--- config.mk ---
export PLATFORM = sky130hd
export DESIGN_NAME = seq_game_ctrl
export DESIGN_NICKNAME = d
export VERILOG_FILES = /design/src/rtl/seq_game_pkg.sv /design/src/rtl/seq_tick_timer.sv /design/src/rtl/seq_game_ctrl.sv
export SDC_FILE = /design/constraint.sdc
export NUM_CORES = 1
export LEC_CHECK = 0
export BUFFER_PORTS_ARGS = -buffer_cell sky130_fd_sc_hd__buf_2
export CAP_MARGIN = 25
export CORE_MARGIN = 5
export CORE_UTILIZATION = 47
export CTS_BUF_LIST = sky130_fd_sc_hd__clkbuf_4
export CTS_CLUSTER_DIAMETER = 120
export DETAILED_ROUTE_END_ITERATION = 10
export PLACE_DENSITY = 0.65
export SKIP_CTS_REPAIR_TIMING = 1
export SYNTH_ARGS = -nofsm -noshare
export SYNTH_HDL_FRONTEND = slang
export SYNTH_SLANG_ARGS = --single-unit
--- constraint.sdc ---
create_clock -name clk -period 4.2 [get_ports clk]
set_input_delay 0.84 -clock clk [delete_from_list [all_inputs] [get_ports clk]]
set_output_delay 0.84 -clock clk [all_outputs]
set_load 0.005 [all_outputs]
--- src/rtl/seq_game_pkg.sv ---
// Shared types and constants for the memory-game sequencing controller.
package seq_game_pkg;

    localparam int unsigned ADDR_W = 4;
    localparam int unsigned LED_W  = 4;
    // Wide enough for the largest tick count (timeout default 250M < 2^28).
    localparam int unsigned TIMER_W = 28;

    localparam logic [ADDR_W-1:0] MAX_ROUND = 4'd15;
    localparam logic [LED_W-1:0]  LEDS_WIN  = 4'b1111;

    typedef enum logic [2:0] {
        StIdle,
        StShowOn,
        StShowOff,
        StWaitBtn,
        StCheck,
        StNext,
        StWin,
        StLose
    } state_t;

    function automatic logic is_busy(input state_t s);
        return !(s inside {StIdle, StWin, StLose});
    endfunction

endpackage

--- src/rtl/seq_tick_timer.sv ---
// Shared down-counter: load sets the count, done is high while the count is zero.
module seq_tick_timer
    import seq_game_pkg::*;
(
    input  logic               clk,
    input  logic               rst_n,
    input  logic               i_load,
    input  logic [TIMER_W-1:0] i_load_val,
    output logic               o_done
);

    logic [TIMER_W-1:0] r_cnt;

    always_ff @(posedge clk or negedge rst_n) begin
        if (!rst_n) begin
            r_cnt <= '0;
        end else if (i_load) begin
            r_cnt <= i_load_val;
        end else if (r_cnt != '0) begin
            r_cnt <= r_cnt - 1'b1;
        end
    end

    assign o_done = (r_cnt == '0);

endmodule

--- src/rtl/seq_game_ctrl.sv ---
// Memory-game sequencer: plays ROM steps on the LEDs, then checks the player's presses.
module seq_game_ctrl
    import seq_game_pkg::*;
#(
    parameter int unsigned SHOW_TICKS    = 50_000_000,
    parameter int unsigned GAP_TICKS     = 25_000_000,
    parameter int unsigned TIMEOUT_TICKS = 250_000_000
) (
    input  logic              clk,
    input  logic              rst_n,
    input  logic              i_start,
    input  logic [LED_W-1:0]  i_btn,
    output logic [ADDR_W-1:0] o_rom_addr,
    input  logic [LED_W-1:0]  i_rom_data,
    output logic [LED_W-1:0]  o_leds,
    output logic [ADDR_W-1:0] o_round,
    output logic              o_busy,
    output logic              o_win,
    output logic              o_lose
);

    // Loading N-1 on state entry makes the state last exactly N cycles.
    localparam logic [TIMER_W-1:0] SHOW_LOAD    = TIMER_W'(SHOW_TICKS - 1);
    localparam logic [TIMER_W-1:0] GAP_LOAD     = TIMER_W'(GAP_TICKS - 1);
    localparam logic [TIMER_W-1:0] TIMEOUT_LOAD = TIMER_W'(TIMEOUT_TICKS - 1);

    state_t              r_state, w_state_d;
    logic [ADDR_W-1:0]   r_step, w_step_d;
    logic [ADDR_W-1:0]   r_round, w_round_d;
    logic [ADDR_W-1:0]   r_rom_addr;
    logic [LED_W-1:0]    r_leds, w_leds_d;
    logic [LED_W-1:0]    r_btn_prev;
    logic [LED_W-1:0]    r_btn_latch, w_btn_latch_d;
    logic                r_win, r_lose;
    logic                w_load;
    logic [TIMER_W-1:0]  w_load_val;
    logic                w_done;
    logic                w_press;

    seq_tick_timer u_timer (
        .clk        (clk),
        .rst_n      (rst_n),
        .i_load     (w_load),
        .i_load_val (w_load_val),
        .o_done     (w_done)
    );

    assign w_press = (r_btn_prev == '0) && (i_btn != '0);

    always_comb begin
        w_state_d     = r_state;
        w_step_d      = r_step;
        w_round_d     = r_round;
        w_leds_d      = r_leds;
        w_btn_latch_d = r_btn_latch;
        w_load        = 1'b0;
        w_load_val    = '0;

        unique case (r_state)
            StIdle: begin
                w_leds_d = '0;
                if (i_start) begin
                    w_state_d  = StShowOn;
                    w_round_d  = '0;
                    w_step_d   = '0;
                    w_load     = 1'b1;
                    w_load_val = SHOW_LOAD;
                end
            end
            StShowOn: begin
                w_leds_d = i_rom_data;
                if (w_done) begin
                    w_state_d  = StShowOff;
                    w_load     = 1'b1;
                    w_load_val = GAP_LOAD;
                end
            end
            StShowOff: begin
                w_leds_d = '0;
                if (w_done) begin
                    w_load = 1'b1;
                    if (r_step < r_round) begin
                        w_step_d   = r_step + 1'b1;
                        w_state_d  = StShowOn;
                        w_load_val = SHOW_LOAD;
                    end else begin
                        w_step_d   = '0;
                        w_state_d  = StWaitBtn;
                        w_load_val = TIMEOUT_LOAD;
                    end
                end
            end
            StWaitBtn: begin
                // A press on the final timeout cycle still counts.
                if (w_press) begin
                    w_btn_latch_d = i_btn;
                    w_leds_d      = i_btn;
                    w_state_d     = StCheck;
                end else if (w_done) begin
                    w_state_d = StLose;
                end
            end
            StCheck: begin
                if (r_btn_latch != i_rom_data) begin
                    w_state_d = StLose;
                end else if (r_step < r_round) begin
                    w_step_d   = r_step + 1'b1;
                    w_state_d  = StWaitBtn;
                    w_load     = 1'b1;
                    w_load_val = TIMEOUT_LOAD;
                end else begin
                    w_state_d = StNext;
                end
            end
            StNext: begin
                w_leds_d = '0;
                if (r_round == MAX_ROUND) begin
                    w_state_d = StWin;
                end else begin
                    w_round_d  = r_round + 1'b1;
                    w_step_d   = '0;
                    w_state_d  = StShowOn;
                    w_load     = 1'b1;
                    w_load_val = SHOW_LOAD;
                end
            end
            StWin, StLose: begin
                w_leds_d = (r_state == StWin) ? LEDS_WIN : '0;
                if (i_start) begin
                    w_leds_d   = '0;
                    w_state_d  = StShowOn;
                    w_round_d  = '0;
                    w_step_d   = '0;
                    w_load     = 1'b1;
                    w_load_val = SHOW_LOAD;
                end
            end
            default: begin
                w_state_d = StIdle;
            end
        endcase
    end

    always_ff @(posedge clk or negedge rst_n) begin
        if (!rst_n) begin
            r_state     <= StIdle;
            r_step      <= '0;
            r_round     <= '0;
            r_rom_addr  <= '0;
            r_leds      <= '0;
            r_btn_prev  <= '0;
            r_btn_latch <= '0;
            r_win       <= 1'b0;
            r_lose      <= 1'b0;
        end else begin
            r_state     <= w_state_d;
            r_step      <= w_step_d;
            r_round     <= w_round_d;
            // ROM address tracks the step, so it is valid on entry to SHOW_ON and CHECK.
            r_rom_addr  <= w_step_d;
            r_leds      <= w_leds_d;
            r_btn_prev  <= i_btn;
            r_btn_latch <= w_btn_latch_d;
            r_win       <= (r_state == StWin);
            r_lose      <= (r_state == StLose);
        end
    end

    assign o_rom_addr = r_rom_addr;
    assign o_leds     = r_leds;
    assign o_round    = r_round;
    assign o_busy     = is_busy(r_state);
    assign o_win      = r_win;
    assign o_lose     = r_lose;

endmodule

# [Word-level counts from Yosys, hierarchy flattened]
# Index checks and enable logic that the tools add are counted.
[classes] addsub=3 n_mul=0 div=0 magnitude_cmp=1 n_eq_ne=17 shift=0 mux=39 n_bitwise=0 reduce_logical=21
[op_table] op="two-way mux 28 bit" n=6
[op_table] op="one-hot mux 28 bit (5 select lines)" n=1
[op_table] op="two-way mux 26 bit" n=2
[op_table] op="two-way mux 4 bit" n=10
[op_table] op="one-hot mux 4 bit (4 select lines)" n=2
[op_table] op="logical NOT 28 bit" n=1
[op_table] op="nonzero test 28 bit" n=1
[op_table] op="subtractor 28 x 1 -> 28 bit (second input constant)" n=1
[op_table] op="two-way mux 25 bit" n=1
[op_table] op="two-way mux 3 bit" n=8
[op_table] op="one-hot mux 3 bit (6 select lines)" n=1
[op_table] op="== test 3 bit (second input constant)" n=4
[op_table] op="nonzero test 4 bit" n=3
[op_table] op="adder 4 x 1 -> 4 bit (second input constant)" n=2
[op_table] op="inequality test 2 bit (second input constant)" n=4
[op_table] op="one-hot mux 4 bit (2 select lines)" n=1
[op_table] op="== test 3 x 2 -> 1 bit (second input constant)" n=2
[op_table] op="inequality test 2 x 1 -> 1 bit (second input constant)" n=3
[op_table] op="AND reduction 6 bit" n=1
[op_table] op="OR reduction 3 bit" n=2
[op_table] op="two-way mux 1 bit" n=5
[op_table] op="== test 4 bit (second input constant)" n=1
[op_table] op="logical NOT 4 bit" n=1
[op_table] op="less-than comparator 4 bit" n=1
[op_table] op="14 further kinds" n=17
[totals] reg_bits=53 latch_bits=0 mem_bits_rw=0 rom_bits=0 in_bits=11 out_inout_bits=15 memories=0

# [Depth between registers and ports, before layout]
# Gate-level depths: netlist of run 1.
[depth] ltp_word=5 mapped_depth=9 depth_no_buf=8

# [Cells and area by module]
# A second synthesis of run 1 with hierarchy kept.
[hier_totals] cells_unflattened=340 hier_area_um2=3245.6
[modules_own_cells] mod="seq_tick_timer" instances=1 cells_each=187 area_each_um2=1696.6 seq_area_each_um2=700.7
[modules_own_cells] mod="seq_game_ctrl" instances=1 cells_each=153 area_each_um2=1549.0 seq_area_each_um2=625.6

# [Least setup slack after synthesis of run 1]
# OpenSTA, ideal clock, no wires.
[synth_path] kind="input to register" start="input i_start" end="register r_rom_addr[3], in the netlist o_rom_addr[3]" setup_time_ns=0.078 arrival_time_ns=2.621 setup_slack_ns=1.502 path_stages=7 path_buffers=1 path_cell_list="clkbuf_1 -> or4b_2 -> o211ai_1 -> a31o_2 -> a21oi_2 -> or3_1 -> a21oi_1"
[synth_between] elab_chain_len=2
[synth_lines] item="from (decl)" line_no="seq_game_ctrl.sv:11" rtl="input logic i_start,"
[synth_lines] item="inequality test 2 x 1 -> 1 bit (no line)"
[synth_lines] item="AND reduction 6 bit (no line)"
[synth_lines] item="to (signal assigned)" line_no="seq_game_ctrl.sv:160" rtl="r_rom_addr <= w_step_d;"
[synth_lines] item="to (decl)" line_no="seq_game_ctrl.sv:30" rtl="logic [ADDR_W-1:0] r_rom_addr;"
# Every way passes these cells.
# A chain may end at the register's enable or synchronous reset.

# [Worst setup path after layout of run 1]
[layout_path] start="register u_timer.r_cnt[12]" end="register r_rom_addr[2], in the netlist o_rom_addr[2]"
[layout_between] elab_chain_len=3
[layout_lines] item="from (decl)" line_no="seq_tick_timer.sv:12" rtl="logic [TIMER_W-1:0] r_cnt;"
[layout_lines] item="from (signal assigned)" line_no="seq_tick_timer.sv:18" rtl="r_cnt <= i_load_val;"
[layout_lines] item="from (signal assigned)" line_no="seq_tick_timer.sv:20" rtl="r_cnt <= r_cnt - 1'b1;"
[layout_lines] item="logical NOT 28 bit" line_no="seq_tick_timer.sv:24" rtl="assign o_done = (r_cnt == '0);"
[layout_lines] item="inequality test 2 x 1 -> 1 bit (no line)"
[layout_lines] item="AND reduction 6 bit (no line)"
# Every way passes these cells.

==> results of run 1 <==
==> path summary, 6_finish.rpt <==
kind / from / endpoint / slack, ns / cells past startpoint
max: u_timer.r_cnt[12] / o_rom_addr[2] / 1.39 / 6
min: rst_n / o_leds[2] / 0.46 / 1
max reg2reg: u_timer.r_cnt[12] / o_rom_addr[2] / 1.39 / 6
min reg2reg: o_leds[3] / o_leds[3] / 0.51 / 1
max in group asynchronous: rst_n / u_timer.r_cnt[26] / 2.93 / 2
min in group clk: o_leds[3] / o_leds[3] / 0.51 / 1
==> flip-flops by register name, indices dropped and copies added, names as in the netlist <==
name,count
u_timer.r_cnt,28
o_leds,4
o_rom_addr,4
o_round,4
r_btn_latch,4
r_btn_prev,4
r_state,3
o_lose,1
o_win,1
==> final cells by class <==
class	instances	area (µm²)
fillers	597	3060
multi-input cells	240	1560
flip-flops and latches	53	1330
repair buffers	28	148
well taps	77	96.3
clock buffers	6	45.0
inverters	8	30.0
clock inverters	2	15.0
==> metal layers <==
metal / wire, µm / vias to the layer above / GRT usage [%]
li1: - / 1173 / -
met1: 3120 / 1129 / 23.2
met2: 2940 / 39 / 26.3
met3: 202 / 4 / 2.84
met4: 42 / 0 / 3.40
met5: 0 / - / 0
==> synth_stat cells, types with 4 or more instances <==
master / instances / area [µm²]
or3_1: 7 / 43.8
or4_1: 5 / 37.5
o21ai_0: 11 / 55.1
xnor2_1: 13 / 114
mux2i_1: 5 / 50.1
ha_1: 7 / 87.6
a21oi_1: 30 / 150
nor3_1: 13 / 65.1
nand3b_1: 4 / 30.0
mux2_2: 4 / 45.0
dfrtp_1: 53 / 1330
xor2_1: 17 / 149
nor2_1: 36 / 135
nand2_1: 16 / 60.1
clkbuf_1: 9 / 33.8
nand3_1: 8 / 40.0
inv_1: 8 / 30.0
nor4_1: 10 / 62.6
o211ai_1: 6 / 45.0
nand2b_1: 5 / 31.3
o21a_1: 5 / 37.5
==> critical path, cell delays in order (launching register included) <==
cell	delay, ns
dfrtp_1	0.44
or4_1	0.60
nand2b_1	0.40
or3_1	0.65
a21oi_1	0.33
nor2_1	0.08
a31o_1	0.22
==> cell families (layout without fill, tap and decap cells) <==
kind of cell	Yosys count	after routing
and+or+nand+nor	121	121
AOI/OAI and AO/OA	73	73
DFF	53	53
xor gates and xnor gates	30	30
buffers and inverters	23	44
muxes	9	9
adders and majority gates	7	7
==> power by group through the flow <==
stage | Combinational, W | Clock (W) | Sequential (W)
6_report | 0.000700 | 0.000239 | 0.000833
5_1_grt | 0.000806 | 0.000270 | 0.000866
4_1_cts | 0.000704 | 0.000248 | 0.000831
3_5_place_dp | 0.000698 | 0 | 0.000842
3_3_place_gp | 0.000687 | 0 | 0.000835
2_1_floorplan | 0.000558 | 0 | 0.000787
==> stage by stage <==
| stage | area, µm² | instances | util (%) |
|---|---|---|---|
| 2_1_floorplan | 2990 | 316 | - |
| 3_3_place_gp | 3160 | 406 | 50.4 |
| 3_5_place_dp | 3160 | 406 | 50.4 |
| 4_1_cts | 3220 | 414 | 51.3 |
| 5_1_grt | 3220 | 414 | 51.3 |
| 6_report | 3220 | 414 | 51.3 |
==> impl_metrics.tcl, run 1 <==
set metrics [dict create \
    status "completed" \
    synthAdderAreaFrac_pct 2.93 \
    clock_skew_ns 0.0174 \
    clkSinkCount 53 \
    drc_errors 0 \
    p_total_w 0.00177 \
    timing.hold.ws_ns 0.461 \
    fin_ws_ns 1.39 \
    clk_path_buf_depth 2 \
    min_path_type "in2async" \
    endpoint_kind "flop" \
    numCtsBuffers 5 \
    drive_gt1_share_pct 15.1 \
    ys_seq_elements 53 \
    setup_tns_ns 0 \
    power.internal_w 0.00106 \
    cp.required_ns 4.48 \
    setup_viol 0 \
    synth-warning-count 0 \
    wl_per_cell_um 15.2 \
    slew_headroom_pct 48.3 \
    finalCritPeriodShare_pct 66.8 \
    syn_area_mm2 0.00299 \
    fp.dieW_um 89.8 \
    p_clk_share_pct 13.5 \
    critPathKind "reg2reg" \
    cts_tree "done" \
    overflow 0 \
    dieArea_mm2 0.00806 \
    synth_compound_area_share_pct 15.6 \
    firstDrtPassIters 4 \
    vias 2345 \
    grt_pass1_wl_mm 11.3 \
    synth_mux_area_share_pct 3.18 \
    synth_top_family_by_area "simple AND/OR/NAND/NOR gates" \
    synth-simple-area-share_pct 21.7 \
    final_cell_mix "53 x dfrtp_1, 36 x nor2_1, 30 x a21oi_1" \
    timing.critical_path.arrival_ns 3.09 \
    leakagePower_nw 1.41 \
    grt_pass1_vias 2384 \
    cts_root_buf "clkbuf_4" \
    ant_nets 0 \
    maxCapViolCount 0 \
    clock_latency_ns 0.37 \
    pwr_density_cell_mw_per_mm2 550 \
    synth_edf_count 0 \
    num_rows 29 \
    finalNetCount 354 \
    drv_slew 0 \
    ys_seq_area_share_pct 44.3 \
    core_mm2 0.00628 \
    antenna_found_initial 0 \
    synth_cell_type_count 54 \
    peakVddDrop_v 0.000301 \
    hpwlAfterDp_mm 4.46 \
    gp_congestion 0.810 \
    place_ws_ns 1.31 \
    io_buffers 25 \
    cp-start-kind "flop" \
    cts_max_level 2 \
    synth_top_flop_cell "dfrtp_1" \
    syn-num-nets 334 \
    final_common_cell "dfrtp_1" \
    initialDrtViolationCount 98 \
    area_growth_pct 7.65 \
    worst_slew_pin_slew_ns 0.769 \
    swShare_pct 40.1 \
    fin_crit_ns 2.81 \
    wirelength_mm 6.31 \
    antenna_cells 0 \
    start_util_pct 47.7 \
    seqPwrFrac_pct 47.0 \
    grt_max_degree 29 \
    gr-usage-all-layers_pct 16.4 \
    avgSynthCellArea_um2 9.47 \
    die_height_um 89.8 \
    power_frac_comb_pct 39.5 \
    finalHoldViolCount 0 \
    syn_inst 316 \
    async_reset_ff_share_pct 100 \
    rsz0062_at_grt "false" \
    avgViaCountPerCell 5.66 \
    p_switching_w 0.000711 \
    synth-xor-area-share_pct 8.78 \
    clk_pin_slew_worst_paths_ns 0.16 \
    cp_max_fo 12 \
    pin_count 26 \
    max_freq_ghz 0.356 \
]
Power figures use the tool's default switching activity.
==> run 2: changes to the inputs <==
Settings changed: ABC_AREA set to 1, PLACE_DENSITY 0.65 to unset.
Clock period 4.2 ns to 2.9 ns, I/O delays scaled along.
==> impl_metrics.tcl, run 2 <==
set metrics [dict create \
    status "completed" \
    pin_count 26 \
    async_reset_ff_share_pct 100 \
    grt_pass1_vias 2846 \
    overflow 0 \
    cp.required_ns 3.18 \
    seqCellArea_mm2 0.00133 \
    path_cells "ha_1 > a21oi_1 > a21boi_4 > nand3_4 > nand3_2 > inv_1 > nand2_1 > nand2_1" \
    critPathSlowestCell "dfrtp_1" \
    slew_headroom_pct 64.7 \
    fin_area_mm2 0.00364 \
    core_mm2 0.00687 \
    yosys-top-cells-area "dfrtp_1 40%, nand2_1 12%, nor2_1 9.5%" \
    die_height_um 94.3 \
    clk_pin_slew_worst_paths_ns 0.16 \
    synth-simple-area-share_pct 33.9 \
    synth.top_cell.area_share_pct 39.7 \
    cp_max_fo 11 \
    yosysMostFrequentCell "nand2_1" \
    finalCritPeriodShare_pct 71.5 \
    pwr_density_cell_mw_per_mm2 706 \
    critPathKind "reg2reg" \
    finalHoldViolCount 0 \
    fin_crit_ns 2.07 \
    clkSinkCount 53 \
    ys_seq_elements 53 \
    timing.critical_path.arrival_ns 2.35 \
    num_rows 30 \
    synthTopCellsByCount "108 x nand2_1, 85 x nor2_1, 53 x dfrtp_1" \
    fillers 701 \
    dieArea_mm2 0.00890 \
    wirelength_mm 7.98 \
    avgViaCountPerCell 5.04 \
    synth_cell_type_count 33 \
    initialDrtViolationCount 146 \
    hpwlAfterDp_mm 6.32 \
    synth_compound_area_share_pct 10.5 \
    io_buffers 25 \
    placed_area_mm2 0.00358 \
    synth_top_area_cell "dfrtp_1" \
    top_layer_used "met4" \
    multi_input_area_mm2 0.00179 \
    syn_inst 451 \
    syn_area_mm2 0.00334 \
    cp-start-kind "flop" \
    synth_mux_area_share_pct 0.674 \
    drv_slew 0 \
    leakagePower_nw 1.72 \
    final_cell_mix "108 x nand2_1, 85 x nor2_1, 53 x dfrtp_1" \
    clock_skew_ns 0.0190 \
    clk_path_buf_depth 2 \
    crit_top_cell "nand2_1" \
    syn-num-nets 469 \
    antenna_cells 0 \
    firstDrtPassIters 4 \
    cts_max_level 2 \
    maxCapViolCount 0 \
    ys_seq_area_share_pct 39.7 \
    vias 2912 \
    setup_viol 0 \
    min_path_type "in2async" \
    gr-usage-all-layers_pct 19.5 \
    largest_reg_flops 28 \
    drive_gt1_share_pct 13.9 \
    timing.hold.ws_ns 0.148 \
    endpoint_kind "flop" \
    fp.dieW_um 94.3 \
    wl_met1_mm 3.79 \
    wl_met2_mm 3.76 \
    antenna_found_initial 0 \
    start_util_pct 48.7 \
    worst_slew_pin_slew_ns 0.528 \
    synth_top_family_by_area "simple AND/OR/NAND/NOR gates" \
    drc_errors 0 \
    numCtsBuffers 5 \
    cts_tree "done" \
    cp_slowest_stage_delay_ns 0.46 \
    peakVddDrop_v 0.000642 \
    synth_top_flop_cell "dfrtp_1" \
    synth-xor-area-share_pct 6.03 \
    avgSynthCellArea_um2 7.41 \
    area_growth_pct 8.83 \
    ant_nets 0 \
    finalNetCount 499 \
    max_freq_ghz 0.483 \
    grt_pass1_wl_mm 13.6 \
    rsz0062_at_grt "false" \
    grt_max_degree 54 \
    clock_latency_ns 0.38 \
    setup_tns_ns 0 \
    cts_root_buf "clkbuf_4" \
    wl_met3_um 265 \
    fin_ws_ns 0.828 \
    final_common_cell "nand2_1" \
    synth_edf_count 0 \
    synthAdderAreaFrac_pct 2.62 \
    gp_congestion 0.942 \
    place_ws_ns 0.856 \
    wl_per_cell_um 13.8 \
    top_register "u_timer.r_cnt" \
    synth-warning-count 0 \
]
[run 2: worst paths after layout]
check | end | slack [ns] | cells past startpoint | startpoint
setup / recovery | o_rom_addr[1] | 0.83 | 8 | o_rom_addr[3]
setup reg to reg | o_rom_addr[1] | 0.83 | 8 | o_rom_addr[3]
max in group asynchronous | r_state[2] | 2.48 | 2 | rst_n
min in group clk | r_btn_prev[0] | 0.34 | 1 | i_btn[0]
hold reg to reg | u_timer.r_cnt[0] | 0.49 | 2 | u_timer.r_cnt[0]
hold / removal | u_timer.r_cnt[22] | 0.15 | 2 | rst_n
[run 2: layout make-up]
| cell class | instances | share of cell area, % |
|---|---|---|
| Clock inverter | 1 | 0.206 |
| Sequential cell | 53 | 36.5 |
| Tap cell | 96 | 3.30 |
| Inverter | 50 | 5.30 |
| Timing Repair Buffer | 26 | 3.99 |
| Multi-Input combinational cell | 345 | 49.3 |
| Clock buffer | 7 | 1.44 |
[run 2: worst max-delay path: cells and delay by family (launching register included)]
| kind | cells | cell delay [ns] |
|---|---|---|
| AOI/OAI and AO/OA | 2 | 0.48 |
| DFF | 1 | 0.46 |
| and+or+nand+nor | 4 | 0.54 |
| adders and majority gates | 1 | 0.33 |
| buffers and inverters | 1 | 0.15 |
[run 2: power by group]
group	internal [W]	switching (W)
logic	0.000412	0.000759
registers	0.000892	0.000152
clock network	0.000115	0.000238
[run 2: metrics by stage]
step | power, W | utilization [%] | cells
floorplan | 0.00192 | - | 451
global placement | 0.00222 | 52.1 | 570
detailed placement | 0.00224 | 52.1 | 570
CTS | 0.00261 | 53.0 | 578
global route | 0.00283 | 53.0 | 578
finish | 0.00257 | 53.0 | 578
[run 2: kinds of logic (layout without fill, tap and decap cells)]
family	count (synthesis)	in the layout
and+or+nand+nor	253	253
AOI/OAI and AO/OA	60	60
DFF	53	53
buffers and inverters	53	84
xor gates and xnor gates	23	23
adders and majority gates	7	7
muxes	2	2
[run 2: routing by layer]
metal,track usage [%],up-vias
met5,0,-
met4,5.78,0
met3,3.27,14
met2,32.2,58
met1,26.2,1343
li1,-,1497
